===== config.mk =====
export PLATFORM = sky130hd
export DESIGN_NAME = uart_rx
export DESIGN_NICKNAME = d
export VERILOG_FILES = /design/src/rtl/uart_pkg.sv /design/src/rtl/uart_rx_sync.sv /design/src/rtl/uart_rx.sv
export SDC_FILE = /design/constraint.sdc
export NUM_CORES = 1
export LEC_CHECK = 0
export ABC_AREA = 1
export BUFFER_PORTS_ARGS = -buffer_cell sky130_fd_sc_hd__clkbuf_2
export CORE_ASPECT_RATIO = 0.8
export CORE_MARGIN = 2
export CORE_UTILIZATION = 54
export CTS_BUF_LIST = sky130_fd_sc_hd__clkbuf_2 sky130_fd_sc_hd__clkbuf_4 sky130_fd_sc_hd__clkbuf_8
export DETAILED_ROUTE_END_ITERATION = 10
export PLACE_DENSITY = 0.77
export SLEW_MARGIN = 40
export SYNTH_ARGS = -nofsm -noshare
export SYNTH_HDL_FRONTEND = slang
export SYNTH_SLANG_ARGS = --single-unit

===== constraint.sdc =====
create_clock -name clk -period 1.3 [get_ports clk]
set_input_delay 0.26 -clock clk [delete_from_list [all_inputs] [get_ports clk]]
set_output_delay 0.26 -clock clk [all_outputs]
set_load 0.01 [all_outputs]

===== src/rtl/uart_pkg.sv =====
// Shared UART definitions: state encoding, data width, default bit period.
// Used by uart_rx and uart_tx.
package uart_pkg;

  localparam int unsigned UART_DATA_W       = 8;
  localparam int unsigned UART_CLKS_PER_BIT = 16;

  typedef enum logic [1:0] {
    IDLE  = 2'd0,
    START = 2'd1,
    DATA  = 2'd2,
    STOP  = 2'd3
  } uart_state_e;

endpackage


===== src/rtl/uart_rx_sync.sv =====
// Two-flop synchronizer on the serial line plus a previous-sample flop
// for falling-edge detection. All flops reset to the idle-high level.
module uart_rx_sync (
  input  logic clk,
  input  logic rst_n,
  input  logic rxd,
  output logic rx_s,
  output logic fall
);

  logic rx_meta;
  logic rx_sync;
  logic rx_d;

  // Synchronize rxd into clk and keep one cycle of history
  always_ff @(posedge clk or negedge rst_n) begin
    if (!rst_n) begin
      rx_meta <= 1'b1;
      rx_sync <= 1'b1;
      rx_d    <= 1'b1;
    end else begin
      rx_meta <= rxd;
      rx_sync <= rx_meta;
      rx_d    <= rx_sync;
    end
  end

  assign rx_s = rx_sync;
  assign fall = rx_d & ~rx_sync;

endmodule


===== src/rtl/uart_rx.sv =====
// UART receiver: 1 start, 8 data (LSB first), 1 stop, no parity.
// Samples each bit at mid-bit using a down-counter of CLKS_PER_BIT clocks.
// Optional macro UART_RX_FRAME_ERR_EN enables the stop-bit check; when
// undefined every frame is delivered and frame_err is tied low.
module uart_rx
  import uart_pkg::*;
#(
  parameter int unsigned CLKS_PER_BIT = UART_CLKS_PER_BIT
) (
  input  logic                   clk,
  input  logic                   rst_n,
  input  logic                   rxd,
  output logic [UART_DATA_W-1:0] data,
  output logic                   valid,
  output logic                   frame_err,
  output logic                   busy
);

  localparam int unsigned   CW        = $clog2(CLKS_PER_BIT);
  localparam logic [CW-1:0] HALF_LOAD = CW'(CLKS_PER_BIT / 2 - 1);
  localparam logic [CW-1:0] FULL_LOAD = CW'(CLKS_PER_BIT - 1);

  uart_state_e            state;
  uart_state_e            state_nxt;
  logic                   rx_s;
  logic                   fall;
  logic [CW-1:0]          clk_cnt;
  logic [2:0]             bit_cnt;
  logic [UART_DATA_W-1:0] shreg;
  logic                   cnt_zero;
  logic                   stop_done;
  logic                   stop_ok;
  logic                   valid_nxt;
  logic                   busy_nxt;
  logic [UART_DATA_W-1:0] data_nxt;

  uart_rx_sync u_sync (
    .clk   (clk),
    .rst_n (rst_n),
    .rxd   (rxd),
    .rx_s  (rx_s),
    .fall  (fall)
  );

  assign cnt_zero  = (clk_cnt == '0);
  assign stop_done = (state == STOP) && cnt_zero;

  // State register
  always_ff @(posedge clk or negedge rst_n) begin
    if (!rst_n) state <= IDLE;
    else        state <= state_nxt;
  end

  // Next-state decode
  always_comb begin
    state_nxt = state;
    case (state)
      IDLE:  if (fall) state_nxt = START;
      START: if (cnt_zero) state_nxt = rx_s ? IDLE : DATA;
      DATA:  if (cnt_zero && (bit_cnt == 3'd7)) state_nxt = STOP;
      STOP:  if (cnt_zero) state_nxt = IDLE;
      default: state_nxt = IDLE;
    endcase
  end

  // Bit-timing counter, bit counter and receive shift register
  always_ff @(posedge clk or negedge rst_n) begin
    if (!rst_n) begin
      clk_cnt <= '0;
      bit_cnt <= '0;
      shreg   <= '0;
    end else begin
      case (state)
        IDLE: begin
          if (fall) clk_cnt <= HALF_LOAD;
        end
        START: begin
          if (cnt_zero) begin
            clk_cnt <= FULL_LOAD;
            bit_cnt <= '0;
          end else begin
            clk_cnt <= clk_cnt - CW'(1);
          end
        end
        DATA: begin
          if (cnt_zero) begin
            shreg   <= {rx_s, shreg[UART_DATA_W-1:1]};
            clk_cnt <= FULL_LOAD;
            bit_cnt <= bit_cnt + 3'd1;
          end else begin
            clk_cnt <= clk_cnt - CW'(1);
          end
        end
        STOP: begin
          if (!cnt_zero) clk_cnt <= clk_cnt - CW'(1);
        end
        default: clk_cnt <= '0;
      endcase
    end
  end

`ifdef UART_RX_FRAME_ERR_EN
  assign stop_ok = rx_s;

  // Frame-error strobe when the stop bit samples low
  always_ff @(posedge clk or negedge rst_n) begin
    if (!rst_n) frame_err <= 1'b0;
    else        frame_err <= stop_done & ~stop_ok;
  end
`else
  assign stop_ok   = 1'b1;
  assign frame_err = 1'b0;
`endif

  // Next values of the registered outputs
  always_comb begin
    valid_nxt = stop_done & stop_ok;
    busy_nxt  = (state_nxt != IDLE);
    data_nxt  = valid_nxt ? shreg : data;
  end

  // Output registers
  always_ff @(posedge clk or negedge rst_n) begin
    if (!rst_n) begin
      data  <= '0;
      valid <= 1'b0;
      busy  <= 1'b0;
    end else begin
      data  <= data_nxt;
      valid <= valid_nxt;
      busy  <= busy_nxt;
    end
  end

endmodule


# --- After elaboration in Yosys (flattened, before gate mapping) ---
# Cells that the tools add are included.
op_classes:
  n_addsub: 2
  eq_ne: 8
  n_mux: 13
  n_bitwise: 2
  reduce_logical: 10
op_table:
  columns: ["operator", "n"]
  rows:
  - ["$mux W4", 3]
  - ["$pmux W4 S3", 1]
  - ["$mux W2", 5]
  - ["$ne A2 B2 Y1 const B", 4]
  - ["$pmux W2 S4", 1]
  - ["$mux W3", 2]
  - ["$pmux W3 S2", 1]
  - ["$eq A2 B2 Y1 const B", 2]
  - ["$logic_not A4 Y1", 1]
  - ["$reduce_and A2 Y1", 2]
  - ["$reduce_bool A2 Y1", 2]
  - ["$sub A4 B1 Y4 const B", 1]
  - ["$add A3 B1 Y3 const B", 1]
  - ["$eq A3 B3 Y1 const B", 1]
  - ["$reduce_and A3 Y1", 1]
  - ["$eq A2 B1 Y1 const B", 1]
  - ["$logic_and A1 B1 Y1", 2]
  - ["$logic_not A2 Y1", 1]
  - ["$reduce_or A2 Y1", 1]
  - ["$and A1 B1 Y1", 1]
  - ["$not A1 Y1", 1]
totals:
  regBits: 30
  output_inout_bits: 11

# --- Longest topological paths before layout ---
# Gate-level depths: netlist of the first run.
logic_depth:
  ltp_word: 5
  depth_mapped: 9
  mapped_depth_nobuf: 9

# --- Hierarchy ---
# From an unflattened synthesis of the first run, not the netlist that was laid out.
hier_totals:
  hier_cells: 153
  hier_area_um2: 1462.7
by_module_without_submodules:
  columns: ["mod", "n_inst", "cells_per_inst", "area_per_inst_um2", "seq_area_each_um2"]
  rows:
  - ["uart_rx", 1, 148, 1373.8, 675.6]
  - ["uart_rx_sync", 1, 5, 88.8, 78.8]

# --- Worst setup path after synthesis of the first run ---
# OpenSTA, ideal clock, no wires.
synth_timing:
  path_kind: "register to register"
  start: "register clk_cnt[0]"
  end: "register data[1]"
  arrival_ns: 1.225
  slack_ns: -0.043
  stages_incl_launch_ff: 9
  period_less_slack_ns: 1.343
  cell_sequence: "dfrtp_1 inv_1 ha_1 nand2_4 inv_6 nand2_4 buf_6 nand2_1 o21ai_2"
synth_between:
  elab_chain_cells: 2
synth_lines:
  columns: ["element", "line_no", "source"]
  rows:
  - ["start, declared", "uart_rx.sv:27", "logic [CW-1:0] clk_cnt;"]
  - ["start signal, assigned", "uart_rx.sv:82", "clk_cnt <= clk_cnt - CW'(1);"]
  - ["start signal, assigned", "uart_rx.sv:91", "clk_cnt <= clk_cnt - CW'(1);"]
  - ["start signal, assigned", "uart_rx.sv:95", "if (!cnt_zero) clk_cnt <= clk_cnt - CW'(1);"]
  - ["$logic_not A4 Y1", "uart_rx.sv:45", "assign cnt_zero = (clk_cnt == '0);"]
  - ["$logic_and A1 B1 Y1", "uart_rx.sv:46", "assign stop_done = (state == STOP) && cnt_zero;"]
  - ["end signal, assigned", "uart_rx.sv:129", "data <= data_nxt;"]
  - ["end, declared", "uart_rx.sv:13", "output logic [UART_DATA_W-1:0] data,"]
# No other way between the ends.
# A chain may end at the register's enable or synchronous reset.

# --- Worst setup path in the final report of the first run ---
layout_timing:
  start: "register state[1]"
  end: "register state[1]"
layout_between:
  elab_chain_cells: 2
  word_cells_on_any_way: 9
  classes_between: "eq/ne: 3; mux: 5; reduce/logical: 1"
layout_lines:
  columns: ["element", "line_no", "source"]
  rows:
  - ["start, declared", "uart_rx.sv:23", "uart_state_e state;"]
  - ["start signal, assigned", "uart_rx.sv:51", "else state <= state_nxt;"]
  - ["$eq A2 B2 Y1, or another cell as far along", "uart_rx.sv:57", "case (state)"]
  - ["$pmux W2 S4 *", "uart_rx.sv:57", null]
  - ["net state_nxt[1]", "uart_rx.sv:24", "uart_state_e state_nxt;"]
# The timed path passes the listed nets; every way through them passes the cells marked *.

==> reports/qor.yml, run 1 <==
portBuffers: 12
avgRoutedWirePerCell_um: 14.1
power_uw: 4450
synth_top_area_share_pct: 46.3
switchingPower_uw: 1930
hold_class: "reg -> reg"
status: "complete, but fails checks"
routed_wirelength_mm: 3.16
pwr-share-clk_pct: 13.7
swShare_pct: 43.2
synth_top_cell_by_area: "dfrtp_1"
start_util_pct: 58.3
setup_slack_ps: -90.4
fin_crit_ps: 1390
h-tree-depth: 2
fmax_mhz: 719
grt_pass1_wl_mm: 4.88
crit_start: "state[1]"
pwr-share-comb_pct: 55.4
critPathMaxFanout: 4
power.density_mw_per_mm2: 2350
cts_tree: "yes"
max_cap_violations: 0
worstPathRequired_ps: 1530
crit_type: "reg -> reg"
die_h_um: 50.5
finalSetupViolCount: 12
hold_violations: 0
leakagePower_uw: 0.000945
finalMaxSlewViolations: 0
peakVddDrop_mv: 1.56
fin_cells: 224
ys_types: 19
clockBufferDepth: 2
yosysWarnings: 0
cts_inserted_buffers: 5
drive_above_1_share_pct: 43.6
final_cell_mix: "34 x nand2_1, 27 x dfrtp_1, 18 x o21ai_2"
synthCells: 152
yosys_register_bits: 30
netlist_top_cells_area: "dfrtp_1 46%, o21ai_2 11%, nand2_1 9.8%, ha_1 6.9%, dfstp_2 5.4%"
gp_congestion: 0.811
grt-ovfl-total: 0
drt_iter0_markers: 69
rows: 16
violations: "negative setup slack"
insertion_delay_ps: 340
ys_seq_area_share_pct: 51.7
cts.sinks: 30
root_buffer: "clkbuf_4"
die-area_mm2: 0.00314
layout_commonest_cell: "nand2_1"
nNetsFinal: 198
dp_hpwl_mm: 1.91
rsz0062_at_grt: "yes"
pwr-share-seq_pct: 30.9
drc: 0
antenna_cells: 0
min_from: "u_sync.rx_meta"
clk_pin_slew_ps: 100
routed_via_density: 5.25
fillers: 160
cp.arrival_ps: 1620
syn_nets: 163
ios: 14
dieWidth_um: 62.1
antenna_left: 0
postSynthAreaPerCell_um2: 9.61
grt_use_total_pct: 21.0
grt_pass1_vias: 1095
grt_max_degree: 18
vias: 1176
fin_worst_skew_ps: 20.6
core-area_mm2: 0.00250
crit_path_start_kind: "flip-flop"
r2r_start: "state[1]"
syn_area_mm2: 0.00146
finalCritPeriodShare_pct: 107
post-place-cells: 209
end_kind: "flip-flop"
antenna_found_initial: 0
drtPass1Iterations: 6
p_int_uw: 2530
syn_to_final_growth_pct: 29.9
[final timing paths]
check                      slack, ps  cells past startpoint             end
min reg2reg                      350                      0     u_sync.rx_s
max reg2reg                      -90                      8        state[1]
min                              350                      0     u_sync.rx_s
max in group asynchronous        400                      3  u_sync.rx_meta
min in group asynchronous        370                      2           valid
max                              -90                      8        state[1]
[stage by stage]
step / hold slack (ps) / utilization, % / setup WS (ps) / TNS (ps) / instance area, um2
floorplan: -35.6 / - / 14.4 / 0 / 1480
global placement: 206 / 66.6 / -31.5 / -31.5 / 1670
detailed placement: 210 / 66.6 / -84.2 / -301 / 1670
CTS: 353 / 72.2 / 1.05 / 0 / 1810
global route: 353 / 75.8 / -137 / -1520 / 1900
finish: 354 / 75.8 / -90.4 / -338 / 1900
[synthesized netlist by cell type]
master    instances
nand2_1          38
dfrtp_1          27
inv_1            18
o21ai_2          18
nand3_1          11
nor2_1            9
ha_1              8
o21ai_0           6
nand2_4           4
dfstp_2           3
buf_6             2
a21oi_1           1
buf_4             1
conb_1            1
inv_2             1
inv_6             1
nand3b_1          1
nor2_2            1
xnor2_1           1
[what timing repair did]
| action | in CTS | in global routing |
|---|---|---|
| hold buffers | 2 | 0 |
| resized for setup | 10 | 17 |
| pin swaps | 3 | 6 |
| hold endpoints to repair | 15 | 0 |
| cloned | 0 | 1 |
| buffers inserted | 4 | 0 |
| endpoints found under the setup margin | 23 | 26 |
[layer usage]
metal	vias up	wire [um]	track usage, %
met3	14	182	8.07
met5	-	0	0
met2	49	1610	35.1
li1	554	-	-
met1	559	1280	23.9
met4	0	80	10.4
[power by group through the flow]
stage          sequential [uW]  clock [uW]  combinational (uW)
4_1_cts                   1350         615                2170
3_3_place_gp              1350           0                1860
6_report                  1380         609                2470
5_1_grt                   1410         660                2680
2_1_floorplan             1370           0                1340
3_5_place_dp              1360           0                1930
[sequential cells by signal, summed over array words and instances (netlist names)]
name / count
data: 8
shreg: 8
clk_cnt: 4
bit_cnt: 3
state: 2
busy: 1
u_sync.rx_d: 1
u_sync.rx_meta: 1
u_sync.rx_s: 1
valid: 1
[kinds of logic (layout without fill, tap and decap cells)]
kind of cell,count (synthesis),after routing,synth area share [%]
simple gates,64,64,19.9
flops,30,30,51.7
compound gates,25,25,13.2
buf+inv,23,59,7.54
fa+ha+maj,8,8,6.86
other cells,1,1,0.257
xor+xnor,1,1,0.600
[final cells by class]
type | count | area, um2 | share of cell area, %
inverter | 20 | 90.1 | 4.75
sequential | 30 | 754 | 39.8
clock buffer | 6 | 51.3 | 2.70
multi-input combinational | 99 | 693 | 36.5
clock inverter | 2 | 12.5 | 0.660
timing repair buffer | 31 | 250 | 13.2
tap | 36 | 45.0 | 2.37
[critical path, stage by stage (launching register included)]
cell	delay, ps
dfrtp_1	430
buf_4	160
ha_2	240
nor2_4	130
nand2_1	70
inv_1	60
nand2_1	40
nand2_1	90
inv_1	70
No activity file was read; power rests on OpenSTA's default activity.
==> run 2, diff against run 1 <==
--- a/config.mk
+++ b/config.mk
@@ -5,7 +5,6 @@
 export SDC_FILE = /design/constraint.sdc
 export NUM_CORES = 1
 export LEC_CHECK = 0
-export ABC_AREA = 1
 export BUFFER_PORTS_ARGS = -buffer_cell sky130_fd_sc_hd__clkbuf_2
 export CORE_ASPECT_RATIO = 0.8
 export CORE_MARGIN = 2
@@ -13,6 +12,7 @@
 export CTS_BUF_LIST = sky130_fd_sc_hd__clkbuf_2 sky130_fd_sc_hd__clkbuf_4 sky130_fd_sc_hd__clkbuf_8
 export DETAILED_ROUTE_END_ITERATION = 10
 export PLACE_DENSITY = 0.77
+export RECOVER_POWER = 100
 export SLEW_MARGIN = 40
 export SYNTH_ARGS = -nofsm -noshare
 export SYNTH_HDL_FRONTEND = slang
==> run 2 against run 1 <==
The flow still finishes with violations (negative setup slack). Total power shrank 12%. Count of clock-buffer cells in the layout grew 1. Sequential share of layout area grew 1.1 points. Final area shrank 2.6%. Sequential cell count is the same. Worst setup slack lost 200 ps. Via count shrank 18%. Cell count shrank 18%. Critical path type unchanged. Critical endpoint is now data[6].
==> reports/qor.yml, run 2 <==
status: "complete, but fails checks"
violations: "negative setup slack"
peakVddDrop_mv: 1.44
r2r_start: "clk_cnt[0]"
pwr-share-comb_pct: 51.5
synth_top_area_share_pct: 48.2
grt_pass1_wl_mm: 4.36
drive_above_1_share_pct: 50.3
nNetsFinal: 157
max_cap_violations: 0
yosys_register_bits: 30
syn_to_final_growth_pct: 31.7
design_area_mm2: 0.00185
setup-tns-final_ps: -6310
drtPass1Iterations: 4
core-area_mm2: 0.00246
h-tree-depth: 2
portBuffers: 12
syn_area_mm2: 0.00140
cts_inserted_buffers: 5
switchingPower_uw: 1370
final_cell_mix: "27 x dfrtp_1, 20 x buf_4, 16 x mux2_4"
gp_congestion: 0.808
fmax_mhz: 630
ys_seq_area_share_pct: 53.8
worstPathRequired_ps: 1510
p_int_uw: 2570
netlist_top_cells_area: "dfrtp_1 48%, mux2_4 7.5%, ha_1 7.1%, dfstp_2 5.6%, mux2_1 5.6%"
rr_endpoint: "data[6]"
grt_max_degree: 31
hold_class: "reg -> reg"
place_area_mm2: 0.00160
rows: 16
grt_use_total_pct: 20.3
pwr-share-clk_pct: 15.0
routed_via_density: 5.28
end_kind: "flip-flop"
die-area_mm2: 0.00302
crit_buf_inv: 2
grt_pass1_vias: 938
cp.arrival_ps: 1800
layout_commonest_cell: "dfrtp_1"
holdPathEnd: "u_sync.rx_s"
postSynthAreaPerCell_um2: 13.9
cts_tree: "yes"
synth_top_cell_by_area: "dfrtp_1"
synth_most_common_cell: "dfrtp_1"
die_h_um: 49.6
maxSlewHeadroom_pct: 52.8
finalMaxSlewViolations: 0
fin_crit_ps: 1590
hold_violations: 0
clockBufferDepth: 2
rsz0062_at_grt: "yes"
antenna_left: 0
finalSetupViolCount: 26
reg2regPathDepth: 6
drc: 0
routed_wirelength_mm: 2.66
finalCritPeriodShare_pct: 122
met2_usage_pct: 28.7
syn_nets: 112
ys_types: 33
synthTopCellsByCount: "27 x dfrtp_1, 8 x ha_1, 7 x mux2_1, 7 x mux2_4, 7 x nor2_1"
grt-ovfl-total: 0
hold_path_depth: 0
synthArstFlopShare_pct: 100
cp_slowest_cell: "dfrtp_1"
min_from: "u_sync.rx_meta"
synthCells: 101
grt_use_met3_pct: 8.92
swShare_pct: 34.8
clk_pin_slew_ps: 90
leakagePower_uw: 0.000875
power.density_mw_per_mm2: 2130
grt_busiest_layer: "met2"
worstPathCellList: "inv_2, ha_4, nor3b_4, buf_6, and2_4, mux2_4"
cts.sinks: 30
critPathMaxStageDelay_ps: 400
insertion_delay_ps: 330
fin_worst_skew_ps: 10.7
setup_slack_ps: -288
dp_hpwl_mm: 1.74
antenna_cells: 0
fillers: 168
yosysWarnings: 0
crit_path_start_kind: "flip-flop"
start_util_pct: 57.0
crit_type: "reg -> reg"
synthFlopType: "dfrtp_1"
root_buffer: "clkbuf_4"
synth_edf_count: 0
drt_iter0_markers: 57
crit_family: "flip-flops"
critPathMaxFanout: 6
reg_top3: "data x8, shreg x8, clk_cnt x4"
seqCellArea_um2: 754
reg2reg_slack_ps: -290
avgRoutedWirePerCell_um: 14.6
vias: 966
ios: 14
pwr-share-seq_pct: 33.4
use_met1_pct: 28.1
multiInputGateArea_um2: 697
antenna_found_initial: 0
dieWidth_um: 61.0
tightest_slew_ps: 708
run 2: changes by cell type in the layout (fill, tap and decap cells not counted), moves of 4 or more:
cell      delta
clkbuf_2     -9
inv_1       -12
nand3_1      -9
and2_4       +4
o21ai_2     -17
mux2_4      +16
clkbuf_1    +11
nand2_2      -4
buf_4        +6
nand2_1     -34
buf_6        +4
run 2: final cells by class:
type	count	share of cell area, %
multi-input combinational	65	37.7
clock inverter	1	0.271
tap	36	2.44
clock buffer	7	3.18
sequential	30	40.9
timing repair buffer	40	14.7
inverter	4	0.813
run 2: worst max-delay path by stage:
| stage | end | start | cells after the start | slack [ps] |
|---|---|---|---|---|
| detailed placement | clk_cnt[0] | clk_cnt[0] | 7 | -420 |
| global route | clk_cnt[2] | state[0] | 7 | -360 |
| CTS | clk_cnt[0] | clk_cnt[0] | 8 | -280 |
| finish | data[6] | clk_cnt[0] | 6 | -290 |
| floorplan | data[0] | clk_cnt[0] | 6 | -370 |
| global placement | clk_cnt[0] | clk_cnt[1] | 7 | -290 |
run 2: cell families after synthesis:
group                      Yosys count  synth area share (%)
AOI/OAI and AO/OA                   18                  9.81
buffers and inverters                8                  4.37
adders and majority gates            8                  7.14
and+or+nand+nor                     19                  9.10
DFF                                 30                  53.8
muxes                               17                  15.5
other                                1                 0.267
run 2: through the flow:
stage	hold WS (ps)	total power [uW]	utilization, %	std cells	setup slack [ps]
after global routing	373	4230	75.0	183	-355
final	364	3940	75.0	183	-288
after detailed placement	287	2850	64.8	162	-415
after floorplan	-35.6	2300	-	101	-365
after CTS	365	3760	73.6	178	-284
after global placement	283	2780	64.8	162	-286
run 2: layer usage:
metal  share of wire [%]  up-vias
li1                    -      457
met1                  48      487
met2                  46       18
met3                 4.8        4
met4                0.94        0
met5                   0        -
run 2: power by group through the flow:
| stage | logic [uW] | registers (uW) | clock network [uW] |
|---|---|---|---|
| finish | 2030 | 1320 | 593 |
| global route | 2230 | 1340 | 669 |
| CTS | 1840 | 1320 | 603 |
| detailed placement | 1520 | 1330 | 0 |
| global placement | 1460 | 1320 | 0 |
| floorplan | 954 | 1340 | 0 |
run 2: worst register-to-register path: cells and delay by family, from the launching register on:
| kind | cells | cell delay [ps] |
|---|---|---|
| adder cells (fa/ha/maj) | 1 | 140 |
| AND/OR/NAND/NOR | 2 | 390 |
| buffers and inverters | 2 | 230 |
| flip-flops | 1 | 400 |
| multiplexers | 1 | 310 |
run 2: repair_timing:
item | CTS | global route
endpoints found under the setup margin | 27 | 26
cloned | 2 | 0
setup buffers | 4 | 5
gates resized for setup | 24 | 5
pin swaps | 9 | 2
endpoints found under the hold margin | 28 | 0
hold buffers | 2 | 0
==> run 3, diff against run 2 <==
--- a/config.mk
+++ b/config.mk
@@ -5,13 +5,13 @@
 export SDC_FILE = /design/constraint.sdc
 export NUM_CORES = 1
 export LEC_CHECK = 0
-export BUFFER_PORTS_ARGS = -buffer_cell sky130_fd_sc_hd__clkbuf_2
+export BUFFER_PORTS_ARGS = -buffer_cell sky130_fd_sc_hd__buf_4
 export CORE_ASPECT_RATIO = 0.8
 export CORE_MARGIN = 2
-export CORE_UTILIZATION = 54
+export CORE_UTILIZATION = 45
 export CTS_BUF_LIST = sky130_fd_sc_hd__clkbuf_2 sky130_fd_sc_hd__clkbuf_4 sky130_fd_sc_hd__clkbuf_8
 export DETAILED_ROUTE_END_ITERATION = 10
-export PLACE_DENSITY = 0.77
+export PLACE_DENSITY = 0.66
 export RECOVER_POWER = 100
 export SLEW_MARGIN = 40
 export SYNTH_ARGS = -nofsm -noshare
==> run 3 against run 2 <==
The run still ends with negative setup slack left. Die area up 18%. Non-clock buffer count down 5. Clock skew down 6.1 ps. Maximum frequency down 2.6%. Worst setup slack worse by 42 ps. Critical path type unchanged. Largest cell class unchanged. Largest power group unchanged.
==> reports/qor.yml, run 3 (same netlist as run 2, synthesis figures left out) <==
status: "complete, but fails checks"
violations: "negative setup slack"
cts_inserted_buffers: 5
whs_ps: 94.2
reg_top3: "data x8, shreg x8, clk_cnt x4"
finalSetupViolCount: 26
root_buffer: "clkbuf_8"
fin_worst_skew_ps: 4.69
drc: 0
power.density_mw_per_mm2: 2170
finalMaxSlewViolations: 0
hold_path_depth: 1
max_cap_violations: 0
syn_to_final_growth_pct: 28.1
drive_above_1_share_pct: 44.4
portBuffers: 12
holdPathEnd: "u_sync.rx_meta"
min_from: "rxd"
setup_slack_ps: -331
grt_use_total_pct: 16.7
crit_buf_inv: 2
start_util_pct: 46.1
crit_path_start_kind: "flip-flop"
worstPathCellList: "inv_2, ha_4, nor3b_4, and2_4, buf_6, nor2_4, o32a_1"
antenna_cells: 0
swShare_pct: 33.3
multiInputGateArea_um2: 653
p_int_uw: 2590
switchingPower_uw: 1300
insertion_delay_ps: 270
tightest_slew_ps: 714
antenna_left: 0
fmax_mhz: 613
finalCritPeriodShare_pct: 125
cp_slowest_cell: "dfrtp_1"
rr_endpoint: "clk_cnt[1]"
grt_pass1_vias: 884
end_kind: "flip-flop"
power_uw: 3890
r2r_start: "clk_cnt[1]"
critPathMaxFanout: 6
clk_pin_slew_ps: 60
core-area_mm2: 0.00304
drtPass1Iterations: 4
cts_tree: "yes"
reg2reg_slack_ps: -330
fin_crit_ps: 1630
seqCellArea_um2: 754
grt_pass1_wl_mm: 4.25
leakagePower_uw: 0.000859
hold_violations: 0
crit_type: "reg -> reg"
fillers: 251
dp_hpwl_mm: 1.75
die-area_mm2: 0.00358
pre_cts_ws_ps: -348
die_h_um: 53.9
reg2regPathDepth: 7
crit_family: "simple AND/OR/NAND/NOR gates"
peakVddDrop_mv: 1.13
ios: 14
hold_class: "in -> reg"
h-tree-depth: 2
grt-ovfl-total: 0
dieWidth_um: 66.4
grt_max_degree: 31
routed_wirelength_mm: 2.58
fin_cells: 182
drt_iter0_markers: 36
cts.sinks: 30
routed_via_density: 5.09
gp_congestion: 0.753
antenna_found_initial: 0
avgRoutedWirePerCell_um: 14.2
pwr-share-clk_pct: 19.9
nNetsFinal: 152
worstPathRequired_ps: 1460
vias: 926
final_cell_mix: "27 x dfrtp_1, 19 x buf_4, 16 x mux2_4"
rsz0062_at_grt: "yes"
cp.arrival_ps: 1790
critPathMaxStageDelay_ps: 400
pwr-share-seq_pct: 34.1
layout_commonest_cell: "dfrtp_1"
pwr-share-comb_pct: 46.0
post-place-cells: 167
clockBufferDepth: 2
maxSlewHeadroom_pct: 52.4
rows: 18
-- run 3: cell types whose count changed in the layout (fill, tap and decap cells not counted), sizes merged --
cell,previous run,this run
dlygate4sd3,2,1
clkbuf,21,20
buf,24,21
-- run 3: power groups by stage --
stage          Combinational (uW)  Clock, uW  Sequential, uW
2_1_floorplan                 954          0            1340
3_3_place_gp                 1570          0            1320
3_5_place_dp                 1620          0            1330
4_1_cts                      1810        801            1330
5_1_grt                      2000        840            1350
6_report                     1790        775            1320
-- run 3: worst reg2reg max path, stage by stage, from the launching register on --
cell,delay (ps)
dfrtp_1,400
inv_2,90
ha_4,130
nor3b_4,290
and2_4,280
buf_6,130
nor2_4,30
o32a_1,160
-- run 3: worst max path at each step --
stage | startpoint | to | cells past startpoint
final | clk_cnt[1] | clk_cnt[1] | 7
after global routing | clk_cnt[1] | clk_cnt[0] | 7
after CTS | clk_cnt[1] | clk_cnt[1] | 7
after detailed placement | clk_cnt[1] | clk_cnt[0] | 7
after global placement | clk_cnt[1] | clk_cnt[0] | 7
after floorplan | clk_cnt[0] | data[0] | 6
-- run 3: repair_timing --
action / CTS / global route
setup endpoints to repair: 26 / 27
pin swaps: 6 / 2
endpoints found under the hold margin: 27 / 0
resized for setup: 15 / 1
hold buffers: 1 / 0
buffers inserted: 4 / 1
cloned: 2 / 0
-- run 3: cell type report --
type	count	share of cell area, %
Inverter	4	0.836
Sequential cell	30	42.0
Clock buffer	7	5.01
Tap cell	40	2.79
Clock inverter	1	0.279
Timing Repair Buffer	35	12.7
Multi-Input combinational cell	65	36.4
-- run 3: stage by stage --
stage	utilization [%]	TNS, ps	cell area (um2)
global route	59.1	-9370	1800
CTS	60.2	-6890	1830
global placement	53.9	-6000	1640
finish	59.1	-7600	1800
floorplan	-	-6960	1410
detailed placement	53.9	-6840	1640
-- run 3: layer usage --
| metal | GRT usage (%) | share of wire, % |
|---|---|---|
| met5 | 0 | 0 |
| met3 | 5.65 | 4.1 |
| met1 | 21.9 | 49 |
| met2 | 25.3 | 46 |
| met4 | 7.14 | 0.74 |
